[src/rtl/if_stage_if.sv]
// ---------------------------------------------------------------------------
// if_stage_if
//   Bundle of the fetch stage's pipeline-facing and SRAM-facing signals.
//
//   Handshake (valid/ready): fs_to_ds_valid is the fetch stage's "valid" and
//   ds_allow_in is decode's "ready". A transfer happens on a rising clock
//   edge where both are high. While valid is high and ready is low, the
//   payload on fs_to_ds_bus is held stable. br_bus is an unhandshaked
//   sideband from decode that is re-evaluated every cycle.
//
//   Signals
//     ds_allow_in      decode can accept an instruction this cycle
//     br_bus[32:0]     {br_taken, br_target[31:0]} from decode
//     fs_to_ds_valid   fs_to_ds_bus carries a valid instruction
//     fs_to_ds_bus     {fs_pc[31:0], fs_inst[31:0]}
//     inst_sram_en     instruction SRAM read request
//     inst_sram_we     write enables (always 0)
//     inst_sram_addr   request address (next PC)
//     inst_sram_wdata  write data (always 0)
//     inst_sram_rdata  read data, valid the cycle after an enabled request
//
//   Modports
//     master : the fetch stage
//     slave  : the environment (decode stage + instruction SRAM)
// ---------------------------------------------------------------------------
interface if_stage_if;
    logic        ds_allow_in;
    logic [32:0] br_bus;
    logic        fs_to_ds_valid;
    logic [63:0] fs_to_ds_bus;
    logic        inst_sram_en;
    logic [3:0]  inst_sram_we;
    logic [31:0] inst_sram_addr;
    logic [31:0] inst_sram_wdata;
    logic [31:0] inst_sram_rdata;

    modport master (
        input  ds_allow_in,
        input  br_bus,
        input  inst_sram_rdata,
        output fs_to_ds_valid,
        output fs_to_ds_bus,
        output inst_sram_en,
        output inst_sram_we,
        output inst_sram_addr,
        output inst_sram_wdata
    );

    modport slave (
        output ds_allow_in,
        output br_bus,
        output inst_sram_rdata,
        input  fs_to_ds_valid,
        input  fs_to_ds_bus,
        input  inst_sram_en,
        input  inst_sram_we,
        input  inst_sram_addr,
        input  inst_sram_wdata
    );
endinterface

[src/rtl/if_stage.sv]
// ---------------------------------------------------------------------------
// if_stage
//   Instruction-fetch stage of a five-stage LoongArch pipeline. Owns the PC,
//   issues one synchronous instruction-SRAM read per cycle, and hands
//   {pc, inst} to decode. A one-entry buffer holds SRAM read data while
//   decode back-pressures, and a pending-branch register remembers a redirect
//   that arrived while fetch could not advance.
//
//   Ports
//     clk               pipeline clock
//     rst               asynchronous, active-high reset
//     bus               if_stage_if.master (decode handshake + SRAM port)
//     dbg_buf_valid_o   instruction buffer holds data
//     dbg_br_pending_o  a redirect is waiting for fetch to advance
// ---------------------------------------------------------------------------
module if_stage #(
    parameter logic [31:0] RESET_PC = 32'h1C00_0000
) (
    input  logic          clk,
    input  logic          rst,
    if_stage_if.master    bus,
    output logic          dbg_buf_valid_o,
    output logic          dbg_br_pending_o
);

    // fs_pc resets one word before RESET_PC so that the ordinary sequential
    // path (fs_pc + 4) produces the first fetch address.
    localparam logic [31:0] PC_RESET_VAL = RESET_PC - 32'd4;

    // ------------------------------------------------------------------
    // State
    // ------------------------------------------------------------------
    logic        fs_valid_q,          fs_valid_d;
    logic [31:0] fs_pc_q,             fs_pc_d;
    logic [31:0] inst_buf_q,          inst_buf_d;
    logic        buf_valid_q,         buf_valid_d;
    logic        br_pending_q,        br_pending_d;
    logic [31:0] br_pending_target_q, br_pending_target_d;

    // ------------------------------------------------------------------
    // Pre-IF: next PC selection
    // ------------------------------------------------------------------
    logic        br_taken;
    logic [31:0] br_target;
    logic [31:0] seq_pc;
    logic [31:0] nextpc;
    logic        fs_allow_in;
    logic        fs_ready_go;
    logic [31:0] fs_inst;

    assign br_taken  = bus.br_bus[32];
    assign br_target = bus.br_bus[31:0];
    assign seq_pc    = fs_pc_q + 32'd4;   // wraps silently at 2^32

    // Live branch beats a remembered one: decode always holds the newest
    // redirect.
    always_comb begin
        nextpc = seq_pc;
        if (br_taken) begin
            nextpc = br_target;
        end else if (br_pending_q) begin
            nextpc = br_pending_target_q;
        end
    end

    assign fs_ready_go = 1'b1;
    assign fs_allow_in = !fs_valid_q || (fs_ready_go && bus.ds_allow_in);

    // ------------------------------------------------------------------
    // SRAM request
    // ------------------------------------------------------------------
    assign bus.inst_sram_en    = !rst && fs_allow_in;
    assign bus.inst_sram_we    = 4'b0;
    assign bus.inst_sram_wdata = 32'b0;
    // Pin the address to RESET_PC while in reset, whatever decode drives.
    assign bus.inst_sram_addr  = rst ? RESET_PC : nextpc;

    // ------------------------------------------------------------------
    // IF stage outputs
    // ------------------------------------------------------------------
    // SRAM data is only trustworthy the cycle after a request; once the
    // stage stalls the buffered copy is the authoritative instruction.
    assign fs_inst = buf_valid_q ? inst_buf_q : bus.inst_sram_rdata;

    // The slot behind a taken branch (live or remembered) is wrong-path and
    // is squashed rather than delivered.
    assign bus.fs_to_ds_valid = fs_valid_q && fs_ready_go && !br_taken && !br_pending_q;
    assign bus.fs_to_ds_bus   = {fs_pc_q, fs_inst};

    assign dbg_buf_valid_o  = buf_valid_q;
    assign dbg_br_pending_o = br_pending_q;

    // ------------------------------------------------------------------
    // Next-state logic
    // ------------------------------------------------------------------
    always_comb begin
        fs_valid_d          = fs_valid_q;
        fs_pc_d             = fs_pc_q;
        inst_buf_d          = inst_buf_q;
        buf_valid_d         = buf_valid_q;
        br_pending_d        = br_pending_q;
        br_pending_target_d = br_pending_target_q;

        if (fs_allow_in) begin
            // Advance: the request for nextpc went out this cycle, so any
            // buffered instruction and any remembered redirect are consumed.
            fs_valid_d   = 1'b1;
            fs_pc_d      = nextpc;
            buf_valid_d  = 1'b0;
            br_pending_d = 1'b0;
        end else begin
            // Stalled with a valid instruction: capture SRAM data exactly
            // once, since the SRAM output may drift after en drops.
            if (fs_valid_q && !bus.ds_allow_in && !buf_valid_q) begin
                inst_buf_d  = bus.inst_sram_rdata;
                buf_valid_d = 1'b1;
            end
            // Decode may retire the branch while fetch is stalled; remember
            // the target so the redirect is issued when fetch advances.
            if (br_taken) begin
                br_pending_d        = 1'b1;
                br_pending_target_d = br_target;
            end
        end
    end

    // ------------------------------------------------------------------
    // State registers
    // ------------------------------------------------------------------
    always_ff @(posedge clk or posedge rst) begin
        if (rst) begin
            fs_valid_q          <= 1'b0;
            fs_pc_q             <= PC_RESET_VAL;
            inst_buf_q          <= 32'b0;
            buf_valid_q         <= 1'b0;
            br_pending_q        <= 1'b0;
            br_pending_target_q <= 32'b0;
        end else begin
            fs_valid_q          <= fs_valid_d;
            fs_pc_q             <= fs_pc_d;
            inst_buf_q          <= inst_buf_d;
            buf_valid_q         <= buf_valid_d;
            br_pending_q        <= br_pending_d;
            br_pending_target_q <= br_pending_target_d;
        end
    end

endmodule

[src/flat_wrapper.sv]
// flat-port wrapper written by rule: the top's interface ports become plain ports
module if_stage_flat 
#(
    parameter logic [31:0] RESET_PC = 32'h1C00_0000
)
  (clk, rst, dbg_buf_valid_o, dbg_br_pending_o, bus_ds_allow_in, bus_br_bus, bus_inst_sram_rdata, bus_fs_to_ds_valid, bus_fs_to_ds_bus, bus_inst_sram_en, bus_inst_sram_we, bus_inst_sram_addr, bus_inst_sram_wdata);
  if_stage_if bus_i ();
  input  logic clk;
  input  logic rst;
  output logic dbg_buf_valid_o;
  output logic dbg_br_pending_o;
  input wire logic [$bits(bus_i.ds_allow_in)-1:0] bus_ds_allow_in;
  input wire logic [$bits(bus_i.br_bus)-1:0] bus_br_bus;
  input wire logic [$bits(bus_i.inst_sram_rdata)-1:0] bus_inst_sram_rdata;
  output wire logic [$bits(bus_i.fs_to_ds_valid)-1:0] bus_fs_to_ds_valid;
  output wire logic [$bits(bus_i.fs_to_ds_bus)-1:0] bus_fs_to_ds_bus;
  output wire logic [$bits(bus_i.inst_sram_en)-1:0] bus_inst_sram_en;
  output wire logic [$bits(bus_i.inst_sram_we)-1:0] bus_inst_sram_we;
  output wire logic [$bits(bus_i.inst_sram_addr)-1:0] bus_inst_sram_addr;
  output wire logic [$bits(bus_i.inst_sram_wdata)-1:0] bus_inst_sram_wdata;
  assign bus_i.ds_allow_in = bus_ds_allow_in;
  assign bus_i.br_bus = bus_br_bus;
  assign bus_i.inst_sram_rdata = bus_inst_sram_rdata;
  assign bus_fs_to_ds_valid = bus_i.fs_to_ds_valid;
  assign bus_fs_to_ds_bus = bus_i.fs_to_ds_bus;
  assign bus_inst_sram_en = bus_i.inst_sram_en;
  assign bus_inst_sram_we = bus_i.inst_sram_we;
  assign bus_inst_sram_addr = bus_i.inst_sram_addr;
  assign bus_inst_sram_wdata = bus_i.inst_sram_wdata;
  if_stage #(.RESET_PC(RESET_PC)) u_core (.clk(clk), .rst(rst), .bus(bus_i), .dbg_buf_valid_o(dbg_buf_valid_o), .dbg_br_pending_o(dbg_br_pending_o));
endmodule
[config.mk]
export PLATFORM = sky130hd
export DESIGN_NAME = if_stage_flat
export DESIGN_NICKNAME = d
export VERILOG_FILES = /design/src/rtl/if_stage_if.sv /design/src/rtl/if_stage.sv /design/src/flat_wrapper.sv
export SDC_FILE = /design/constraint.sdc
export NUM_CORES = 1
export LEC_CHECK = 0
export ABC_AREA = 1
export CAP_MARGIN = 20
export CELL_PAD_IN_SITES_DETAIL_PLACEMENT = 0
export CELL_PAD_IN_SITES_GLOBAL_PLACEMENT = 1
export CORE_MARGIN = 2
export CORE_UTILIZATION = 35
export DETAILED_ROUTE_END_ITERATION = 10
export PLACE_DENSITY = 0.84
export SLEW_MARGIN = 0
export SYNTH_ARGS = -nofsm -noshare
export SYNTH_HDL_FRONTEND = slang
export SYNTH_SLANG_ARGS = --single-unit
[constraint.sdc]
create_clock -name clk -period 11.5 [get_ports clk]
set_clock_uncertainty 0.15 [all_clocks]
set_input_delay 2.3 -clock clk [delete_from_list [all_inputs] [get_ports clk]]
set_output_delay 2.3 -clock clk [all_outputs]
set_load 0.01 [all_outputs]
==> reports/metrics.yaml, run 1 <==
worstHoldPathType: "register to register"
cts_setup_buffers: 0
vias_per_cell: 4.51
syn-cell-area_um2: 5950
pin_count: 204
yosys_most_used_dff: "dfrtp_1"
vias: 5433
cts.clk_slew.worst_paths_ns: 0.07
crit_type: "input pin to output pin"
postSynthAreaPerCell_um2: 7.11
clock.fmax_mhz: 143
hold_buffers: 0
clkSinkCount: 99
tightest_slew_ns: 0.958
initial_core_util_pct: 35.9
slew_headroom_pct: 36.1
fin_crit_ns: 7.00
drcViolationCount: 0
grt_pass1_wl_mm: 26.8
cts_max_path_buffers: 2
drive_gt1_share_pct: 8.53
hold_violations: 0
p_per_area_nw_per_um2: 131
totalNegativeSetupSlack_ns: 0
die_y_um: 134
io_buffers: 167
die_x_um: 134
synth.distinct_cells: 31
core_um2: 16600
synthCells: 838
power_mw: 1.04
crit_path_end_kind: "output pin"
dp_hpwl_mm: 11.9
async_flop_share_pct: 100
dr.pass1.iters: 4
final_nets: 1050
synth_edf_count: 0
yosysTopAreaCellShare_pct: 30.7
cts_tree: "built"
synth_seq_cells: 99
antenna_found_initial: 0
cp_max_fo: 48
clockRootBuffer: "clkbuf_16"
maxCapViolCount: 0
wl_per_cell_um: 13.7
first_global_vias: 5221
netlist_top_cells_area: "dfrtp_1 31%, nand2_1 18%, dfstp_2 11%, o21ai_0 9.4%, buf_4 4.5%"
syn_to_final_growth_pct: 33.6
cp.arrival_ns: 4.55
outcome: "complete, no violations"
irDropWorstVdd_uv: 71.4
yosysSeqAreaShare_pct: 42.2
routed_wl_mm: 16.6
rsz0062_at_grt: "false"
yosys_warnings: 0
synth_top_cells_by_count: "279 x nand2_1, 112 x o21ai_0, 73 x dfrtp_1"
insertedDiodeCount: 0
yosysTopAreaCell: "dfrtp_1"
track_usage_pct: 18.9
critPathRequiredTime_ns: 9.05
cts_made_buffers: 9
gr-total-overflow: 0
dieArea_um2: 18100
drtIter0Drc: 251
p_leak_nw: 3.64
slew_violations: 0
worstSkewPairLatency_ns: 0.35
cts_resized: 0
rows: 47
htree_levels: 3
cp-start-kind: "input pin"
fin_crit_sh_pct: 60.8
place_congestion: 0.809
ant_nets: 0
grt_max_degree: 67
synth.most_common_cell: "nand2_1"
setup_viol: 0
## flip-flops by register name, summed over array words and instances, names as in the netlist
signal / flops
u_core.inst_buf_q: 32
u_core.dbg_buf_valid_o: 1
u_core.fs_valid_q: 1
u_core.fs_pc_q: 32
u_core.dbg_br_pending_o: 1
u_core.br_pending_target_q: 32
## placed cells by master, fill, tap and decap left out, types with 2 or more instances in the layout
| master | count |
|---|---|
| nand2_1 | 279 |
| clkdlybuf4s50_1 | 166 |
| o21ai_0 | 112 |
| dfrtp_1 | 72 |
| inv_1 | 70 |
| nor2_1 | 70 |
| conb_1 | 37 |
| nand3_1 | 36 |
| a21oi_1 | 26 |
| dfstp_2 | 26 |
| mux2_2 | 17 |
| o21ai_1 | 10 |
| clkbuf_16 | 9 |
| nor2_4 | 6 |
| xor2_1 | 6 |
| buf_4 | 6 |
| nor2_2 | 5 |
| xnor2_1 | 4 |
| and2_1 | 3 |
| nand3b_1 | 3 |
| a31oi_1 | 2 |
| or2_2 | 2 |
| ha_1 | 2 |
| clkbuf_8 | 2 |
| clkinv_2 | 2 |
## final timing paths
path                                             endpoint  slack, ns  depth (start not counted)            startpoint
setup / recovery                    bus_inst_sram_addr[6]       4.50                          6        bus_br_bus[32]
hold / removal                       u_core.inst_buf_q[0]       0.34                          2  u_core.inst_buf_q[0]
setup reg to reg                    u_core.inst_buf_q[23]       8.72                          6     u_core.fs_valid_q
hold reg to reg                      u_core.inst_buf_q[0]       0.34                          2  u_core.inst_buf_q[0]
max in group asynchronous  u_core.br_pending_target_q[28]       7.57                          4                   rst
min in group asynchronous           u_core.inst_buf_q[17]       2.46                          3                   rst
## worst max-delay path, cell delays in order
cell and delay [ns]:
buf_2 0.08, buf_4 0.41, clkinv_1 0.65, o21ai_0 0.37, and2_1 0.16, clkdlybuf4s50_1 0.55
## per-stage QoR
step | cells | hold WS (ns) | area [µm²] | util [%] | setup slack (ns)
after floorplan | 873 | 0.303 | 6090 | - | 4.28
after global routing | 1205 | 0.356 | 7950 | 48.0 | 4.32
after CTS | 1205 | 0.340 | 7950 | 48.0 | 4.45
final | 1205 | 0.336 | 7950 | 48.0 | 4.50
after detailed placement | 1189 | 0.323 | 7650 | 46.1 | 4.46
after global placement | 1189 | 0.316 | 7650 | 46.1 | 4.48
## where the power goes
| group | internal (mW) | switching [mW] | total [mW] |
|---|---|---|---|
| registers | 0.412 | 0.0487 | 0.460 |
| clock network | 0.181 | 0.135 | 0.316 |
| logic | 0.135 | 0.134 | 0.269 |
| total | 0.728 | 0.317 | 1.04 |
## cells by family (layout without fill, tap and decap cells)
family          count (synthesis)  in the layout  synth area share [%]
fa+ha+maj                       2              2                 0.420
other cells                     2             37                 0.126
buf+inv                       150            262                  11.9
simple gates                  406            406                  27.8
mux                            17             17                  3.21
flops                          99             99                  42.2
xor+xnor                       10             10                  1.47
compound gates                152            152                  12.9
## area by class of cell
cell class	count	area [µm²]
repair buffers	173	1710
fillers	1718	8630
multi-input cells	624	2870
clock inverters	4	48.8
inverters	73	277
clock buffers	12	256
flip-flops and latches	99	2510
well taps	220	275
## layer usage
layer	vias up	routed length [µm]	track usage [%]
met1	2407	7270	23.3
met4	0	337	6.90
met3	20	1220	5.74
li1	2851	-	-
met2	155	7740	31.3
met5	-	0	0
Power figures use the tool's default switching activity.
==> run 2, diff against run 1 <==
--- a/config.mk
+++ b/config.mk
@@ -10,9 +10,9 @@
 export CELL_PAD_IN_SITES_DETAIL_PLACEMENT = 0
 export CELL_PAD_IN_SITES_GLOBAL_PLACEMENT = 1
 export CORE_MARGIN = 2
-export CORE_UTILIZATION = 35
+export CORE_UTILIZATION = 29
 export DETAILED_ROUTE_END_ITERATION = 10
-export PLACE_DENSITY = 0.84
+export PLACE_DENSITY = 0.74
 export SLEW_MARGIN = 0
 export SYNTH_ARGS = -nofsm -noshare
 export SYNTH_HDL_FRONTEND = slang
==> constraint.sdc (replaced) <==
create_clock -name clk -period 6.2 [get_ports clk]
set_clock_uncertainty 0.15 [all_clocks]
set_input_delay 1.24 -clock clk [delete_from_list [all_inputs] [get_ports clk]]
set_output_delay 1.24 -clock clk [all_outputs]
set_load 0.01 [all_outputs]
==> run 2 against run 1 <==
Net effect:
- sequential power grew 86%
- clock-buffer cell count shrank 3
- clock power grew 79%
- via count grew 0.83%
- combinational power grew 87%
- flip-flop and latch count is the same
- die area grew 20%
- worst setup slack lost 2.9 ns
- first-iteration DRC count grew 2.4%
- sequential share of layout area shrank 0.20 points
- global-route usage shrank 2.0 points
- critical path depth shrank 1
==> reports/metrics.yaml, run 2 (synthesis gave the netlist of run 1 again) <==
outcome: "complete, no violations"
tightest_slew_ns: 0.990  # +0.0315 ns
hold_buffers: 0  # unchanged
multi_input_area_um2: 2870  # unchanged
dr.pass1.iters: 4  # unchanged
grt_max_degree: 67  # unchanged
cp-start-kind: "input pin"
rsz0062_at_grt: "false"
worstSkewPairLatency_ns: 0.35  # about the same
final_common_cell: "nand2_1"
fin_crit_ns: 4.58
p_leak_nw: 3.63  # -0.29%
crit_type: "input pin to output pin"
final_cell_mix: "279 x nand2_1, 166 x clkdlybuf4s50_1, 112 x o21ai_0"
fin_crit_sh_pct: 73.9
htree_levels: 3  # unchanged
r2r-start: "u_core.fs_valid_q"
r2r_cells: 6  # unchanged
insertedDiodeCount: 0  # unchanged
design_area_um2: 8000  # +0.63%
hp-start: "u_core.inst_buf_q[8]"
critPathRequiredTime_ns: 4.81  # -4.24 ns
vias: 5478  # +0.83%
clockRootBuffer: "clkbuf_16"
syn_to_final_growth_pct: 34.4
routed_wl_mm: 18.0  # +8.5%
reg_top3: "u_core.br_pending_target_q: 32 flops, u_core.fs_pc_q: 32 flops, u_core.inst_buf_q: 32 flops"
drive_gt1_share_pct: 8.63  # +0.10 points
place_area_um2: 7710  # +0.82%
slew_headroom_pct: 34.0  # -2.1 points
grt_pass1_wl_mm: 29.1  # +8.7%
die_y_um: 147  # +9.6%
place_congestion: 0.831  # +2.7%
vias_per_cell: 4.36  # -3.2%
cp_max_fo: 50  # +4.2%
cts_resized: 0  # unchanged
cp.arrival_ns: 3.19  # -1.36 ns
cts_max_path_buffers: 2  # unchanged
core_um2: 20200  # +22%
crit_path_end_kind: "output pin"
irDropWorstVdd_uv: 123  # +73%
clock.fmax_mhz: 218
cts_setup_buffers: 0  # unchanged
clkSinkCount: 99  # unchanged
maxCapViolCount: 0  # unchanged
hold_violations: 0  # unchanged
min_to: "u_core.inst_buf_q[8]"
drtIter0Drc: 257  # +2.4%
track_usage_pct: 16.9  # -2.0 points
initial_core_util_pct: 29.5  # -6.4 points
wl_per_cell_um: 14.3  # +4.1%
dp_hpwl_mm: 13.0  # +9.5%
rows: 52  # +11%
final_nets: 1050  # unchanged
fillCellCount: 2137  # +24%
gr-total-overflow: 0  # unchanged
rr_endpoint: "u_core.inst_buf_q[4]"
drcViolationCount: 0  # unchanged
ant_nets: 0  # unchanged
setup_viol: 0  # unchanged
pin_count: 204  # unchanged
worstHoldPathType: "register to register"
fin_util_pct: 39.7  # -8.3 points
cts_tree: "built"
seq_area_um2: 2510  # unchanged
antenna_found_initial: 0  # unchanged
holdPathStages: 2  # unchanged
p_per_area_nw_per_um2: 241  # +83%
cts.clk_slew.worst_paths_ns: 0.07  # about the same
cts_made_buffers: 9  # unchanged
die_x_um: 147  # +9.6%
io_buffers: 167  # unchanged
dieArea_um2: 21700  # +20%
totalNegativeSetupSlack_ns: 0  # unchanged
rrSetupSlack_ns: 3.30  # -5.42 ns
first_global_vias: 5402  # +3.5%
slew_violations: 0  # unchanged
run 2: metal layers:
layer,global-route usage (%),up-vias,part of all wire (%)
met5,0,-,0
met4,4.76,0,0.75
met3,3.70,6,5.7
met2,28.2,134,47
met1,22.1,2479,46
li1,-,2859,-
run 2: report_power, final:
part,internal [mW],leakage (nW),switching (mW)
logic,0.251,2.32,0.253
clock network,0.285,0.142,0.282
registers,0.763,1.17,0.0926
run 2: worst max-delay path by stage:
stage / from / to / slack [ns]
2_1_floorplan: rst / bus_inst_sram_addr[26] / 1.10
3_3_place_gp: rst / bus_inst_sram_addr[6] / 1.56
3_5_place_dp: rst / bus_inst_sram_addr[6] / 1.55
4_1_cts: rst / bus_inst_sram_addr[6] / 1.54
5_1_grt: rst / bus_inst_sram_addr[6] / 1.43
6_report: rst / bus_inst_sram_addr[6] / 1.62
run 2: final cells by class:
class,count,area share [%]
Tap cell,270,4.22
Multi-Input combinational cell,624,35.9
Clock buffer,9,2.81
Sequential cell,99,31.4
Clock inverter,7,0.844
Inverter,73,3.46
Timing Repair Buffer,173,21.4
run 2: critical path: stages:
cell	delay, ns
clkdlybuf4s50_1	0.39
buf_4	0.26
inv_4	0.53
and2_1	0.23
clkdlybuf4s50_1	0.53
run 2: through the flow:
step | setup WS (ns) | hold slack (ns) | total power, mW | std cells
6_report | 1.62 | 0.340 | 1.93 | 1255
5_1_grt | 1.43 | 0.360 | 2.06 | 1255
4_1_cts | 1.54 | 0.344 | 1.96 | 1255
3_5_place_dp | 1.55 | 0.325 | 1.38 | 1239
3_3_place_gp | 1.56 | 0.317 | 1.37 | 1239
2_1_floorplan | 1.10 | 0.303 | 1.13 | 873
==> run 3, diff against run 2 <==
--- a/config.mk
+++ b/config.mk
@@ -10,9 +10,9 @@
 export CELL_PAD_IN_SITES_DETAIL_PLACEMENT = 0
 export CELL_PAD_IN_SITES_GLOBAL_PLACEMENT = 1
 export CORE_MARGIN = 2
-export CORE_UTILIZATION = 29
+export CORE_UTILIZATION = 32
 export DETAILED_ROUTE_END_ITERATION = 10
-export PLACE_DENSITY = 0.74
+export PLACE_DENSITY = 0.78
 export SLEW_MARGIN = 0
 export SYNTH_ARGS = -nofsm -noshare
 export SYNTH_HDL_FRONTEND = slang
==> constraint.sdc (replaced) <==
create_clock -name clk -period 4.5 [get_ports clk]
set_clock_uncertainty 0.15 [all_clocks]
set_input_delay 0.9 -clock clk [delete_from_list [all_inputs] [get_ports clk]]
set_output_delay 0.9 -clock clk [all_outputs]
set_load 0.01 [all_outputs]
==> run 3 against run 2 <==
Net effect:
- hold slack got worse by 0.0056 ns
- routed wire length decreased by 1.9%
- flip-flop and latch count unchanged
- power up 40%
- critical endpoint is now bus_inst_sram_addr[22]
==> reports/metrics.yaml, run 3 (synthesis gave the netlist of run 1 again) <==
cp_max_fo: 6  # -88%
fin_util_pct: 44.3  # +4.6 points
vias_per_cell: 4.53  # +3.8%
io_buffers: 167  # unchanged
hp-start: "u_core.inst_buf_q[6]"
hold_buffers: 0  # unchanged
p_per_area_nw_per_um2: 338  # +40%
dieArea_um2: 19700  # -9.1%
cts_made_buffers: 9  # unchanged
slew_headroom_pct: 34.6  # +0.54 points
fillCellCount: 1908  # -11%
clockRootBuffer: "clkbuf_16"
cts.clk_slew.worst_paths_ns: 0.08  # about the same
cts_tree: "built"
drive_gt1_share_pct: 9.00  # +0.37 points
fin_crit_sh_pct: 85.1
routed_wl_mm: 17.6  # -1.9%
cp-start-kind: "register"
reg_top3: "u_core.br_pending_target_q: 32 flops, u_core.fs_pc_q: 32 flops, u_core.inst_buf_q: 32 flops"
grt_pass1_wl_mm: 28.9  # -0.69%
r2r-start: "u_core.dbg_buf_valid_o"
p_leak_nw: 3.66  # +0.87%
die_y_um: 140  # -4.7%
dp_hpwl_mm: 12.7  # -2.7%
cts_max_path_buffers: 2  # unchanged
hold_violations: 0  # unchanged
critPathRequiredTime_ns: 3.45  # -1.36 ns
rows: 49  # -5.8%
core_um2: 18100  # -10%
clock.fmax_mhz: 261
die_x_um: 140  # -4.7%
place_congestion: 0.822  # -1.1%
htree_levels: 3  # unchanged
worstSkewPairLatency_ns: 0.36  # about the same
drtIter0Drc: 322  # +25%
rsz0062_at_grt: "false"
crit_type: "register to output pin"
cp.arrival_ns: 2.78  # -0.41 ns
gr-total-overflow: 0  # unchanged
final_cell_mix: "279 x nand2_1, 166 x clkdlybuf4s50_1, 112 x o21ai_0"
rrSetupSlack_ns: 2.10  # -1.20 ns
initial_core_util_pct: 32.9  # +3.4 points
track_usage_pct: 18.5  # +1.6 points
outcome: "complete, no violations"
slew_violations: 0  # unchanged
setup_viol: 0  # unchanged
wl_per_cell_um: 14.5  # +0.99%
vias: 5525  # +0.86%
final_common_cell: "nand2_1"
totalNegativeSetupSlack_ns: 0  # unchanged
cts_setup_buffers: 0  # unchanged
syn_to_final_growth_pct: 34.4  # about the same
irDropWorstVdd_uv: 191  # +55%
maxCapViolCount: 0  # unchanged
worstHoldPathType: "register to register"
cts_resized: 0  # unchanged
drcViolationCount: 0  # unchanged
grt_max_degree: 67  # unchanged
dr.pass1.iters: 4  # unchanged
antenna_found_initial: 1  # +1
clkSinkCount: 99  # unchanged
fin_crit_ns: 3.83
tightest_slew_ns: 0.982  # -0.00808 ns
ant_nets: 0  # unchanged
first_global_vias: 5489  # +1.6%
final_nets: 1054  # +0.38%
crit_path_end_kind: "output pin"
crit_start: "u_core.fs_pc_q[2]"
pin_count: 204  # unchanged
[run 3: cell types whose count changed in the layout (fill, tap and decap cells not counted), sizes merged]
cell	before	now
buf	7	11
bufinv	0	1
clkbuf	9	11
clkinv	2	5
clkinvlp	1	0
diode	0	1
inv	77	72
[run 3: worst max-delay path, cell delays in order (launching register included)]
cell and delay, ns:
dfstp_2 0.58, ha_1 0.17, nand2_1 0.08, nor2_2 0.17
nand2_1 0.15, nor2_4 0.21, nand2_1 0.07, nand2_1 0.06
nand3_1 0.06, nand2_1 0.08, nand2_1 0.10, nor2_1 0.12
clkdlybuf4s50_1 0.55
[run 3: path summary, 6_finish.rpt]
check	endpoint	cells after the start
max	bus_inst_sram_addr[22]	12
min	u_core.inst_buf_q[6]	2
max reg2reg	u_core.inst_buf_q[15]	2
min reg2reg	u_core.inst_buf_q[6]	2
max in group asynchronous	u_core.dbg_buf_valid_o	3
min in group asynchronous	u_core.br_pending_target_q[24]	3
[run 3: power by group]
part | internal (mW) | switching, mW | total [mW]
registers | 1.05 | 0.122 | 1.17
logic | 0.348 | 0.351 | 0.699
clock network | 0.464 | 0.366 | 0.830
total | 1.86 | 0.840 | 2.70
[run 3: final cells by class]
cell class,instances,area [µm²],area share [%]
Multi-Input combinational cell,624,2870,35.9
Clock inverter,5,61.3,0.766
Antenna cell,1,2.50,0.0313
Tap cell,229,287,3.58
Clock buffer,11,253,3.16
Inverter,73,277,3.45
Sequential cell,99,2510,31.4
Timing Repair Buffer,177,1740,21.8
[run 3: metal layers]
metal / up-vias / part of all wire [%] / track usage (%)
met5: - / 0 / 0
met4: 0 / 1.8 / 6.80
met3: 20 / 7.7 / 6.26
met2: 143 / 46 / 30.0
met1: 2496 / 44 / 22.8
li1: 2866 / - / -
[run 3: metrics by stage]
step / cell area (µm²) / total power, mW / cells / worst slack (ns) / hold slack, ns
6_report: 8010 / 2.70 / 1219 / 0.669 / 0.334
3_3_place_gp: 7690 / 1.89 / 1202 / 0.720 / 0.316
5_1_grt: 8000 / 2.87 / 1218 / 0.397 / 0.355
2_1_floorplan: 6090 / 1.56 / 873 / 0.0753 / 0.303
4_1_cts: 8000 / 2.74 / 1218 / 0.653 / 0.341
3_5_place_dp: 7690 / 1.90 / 1202 / 0.691 / 0.324
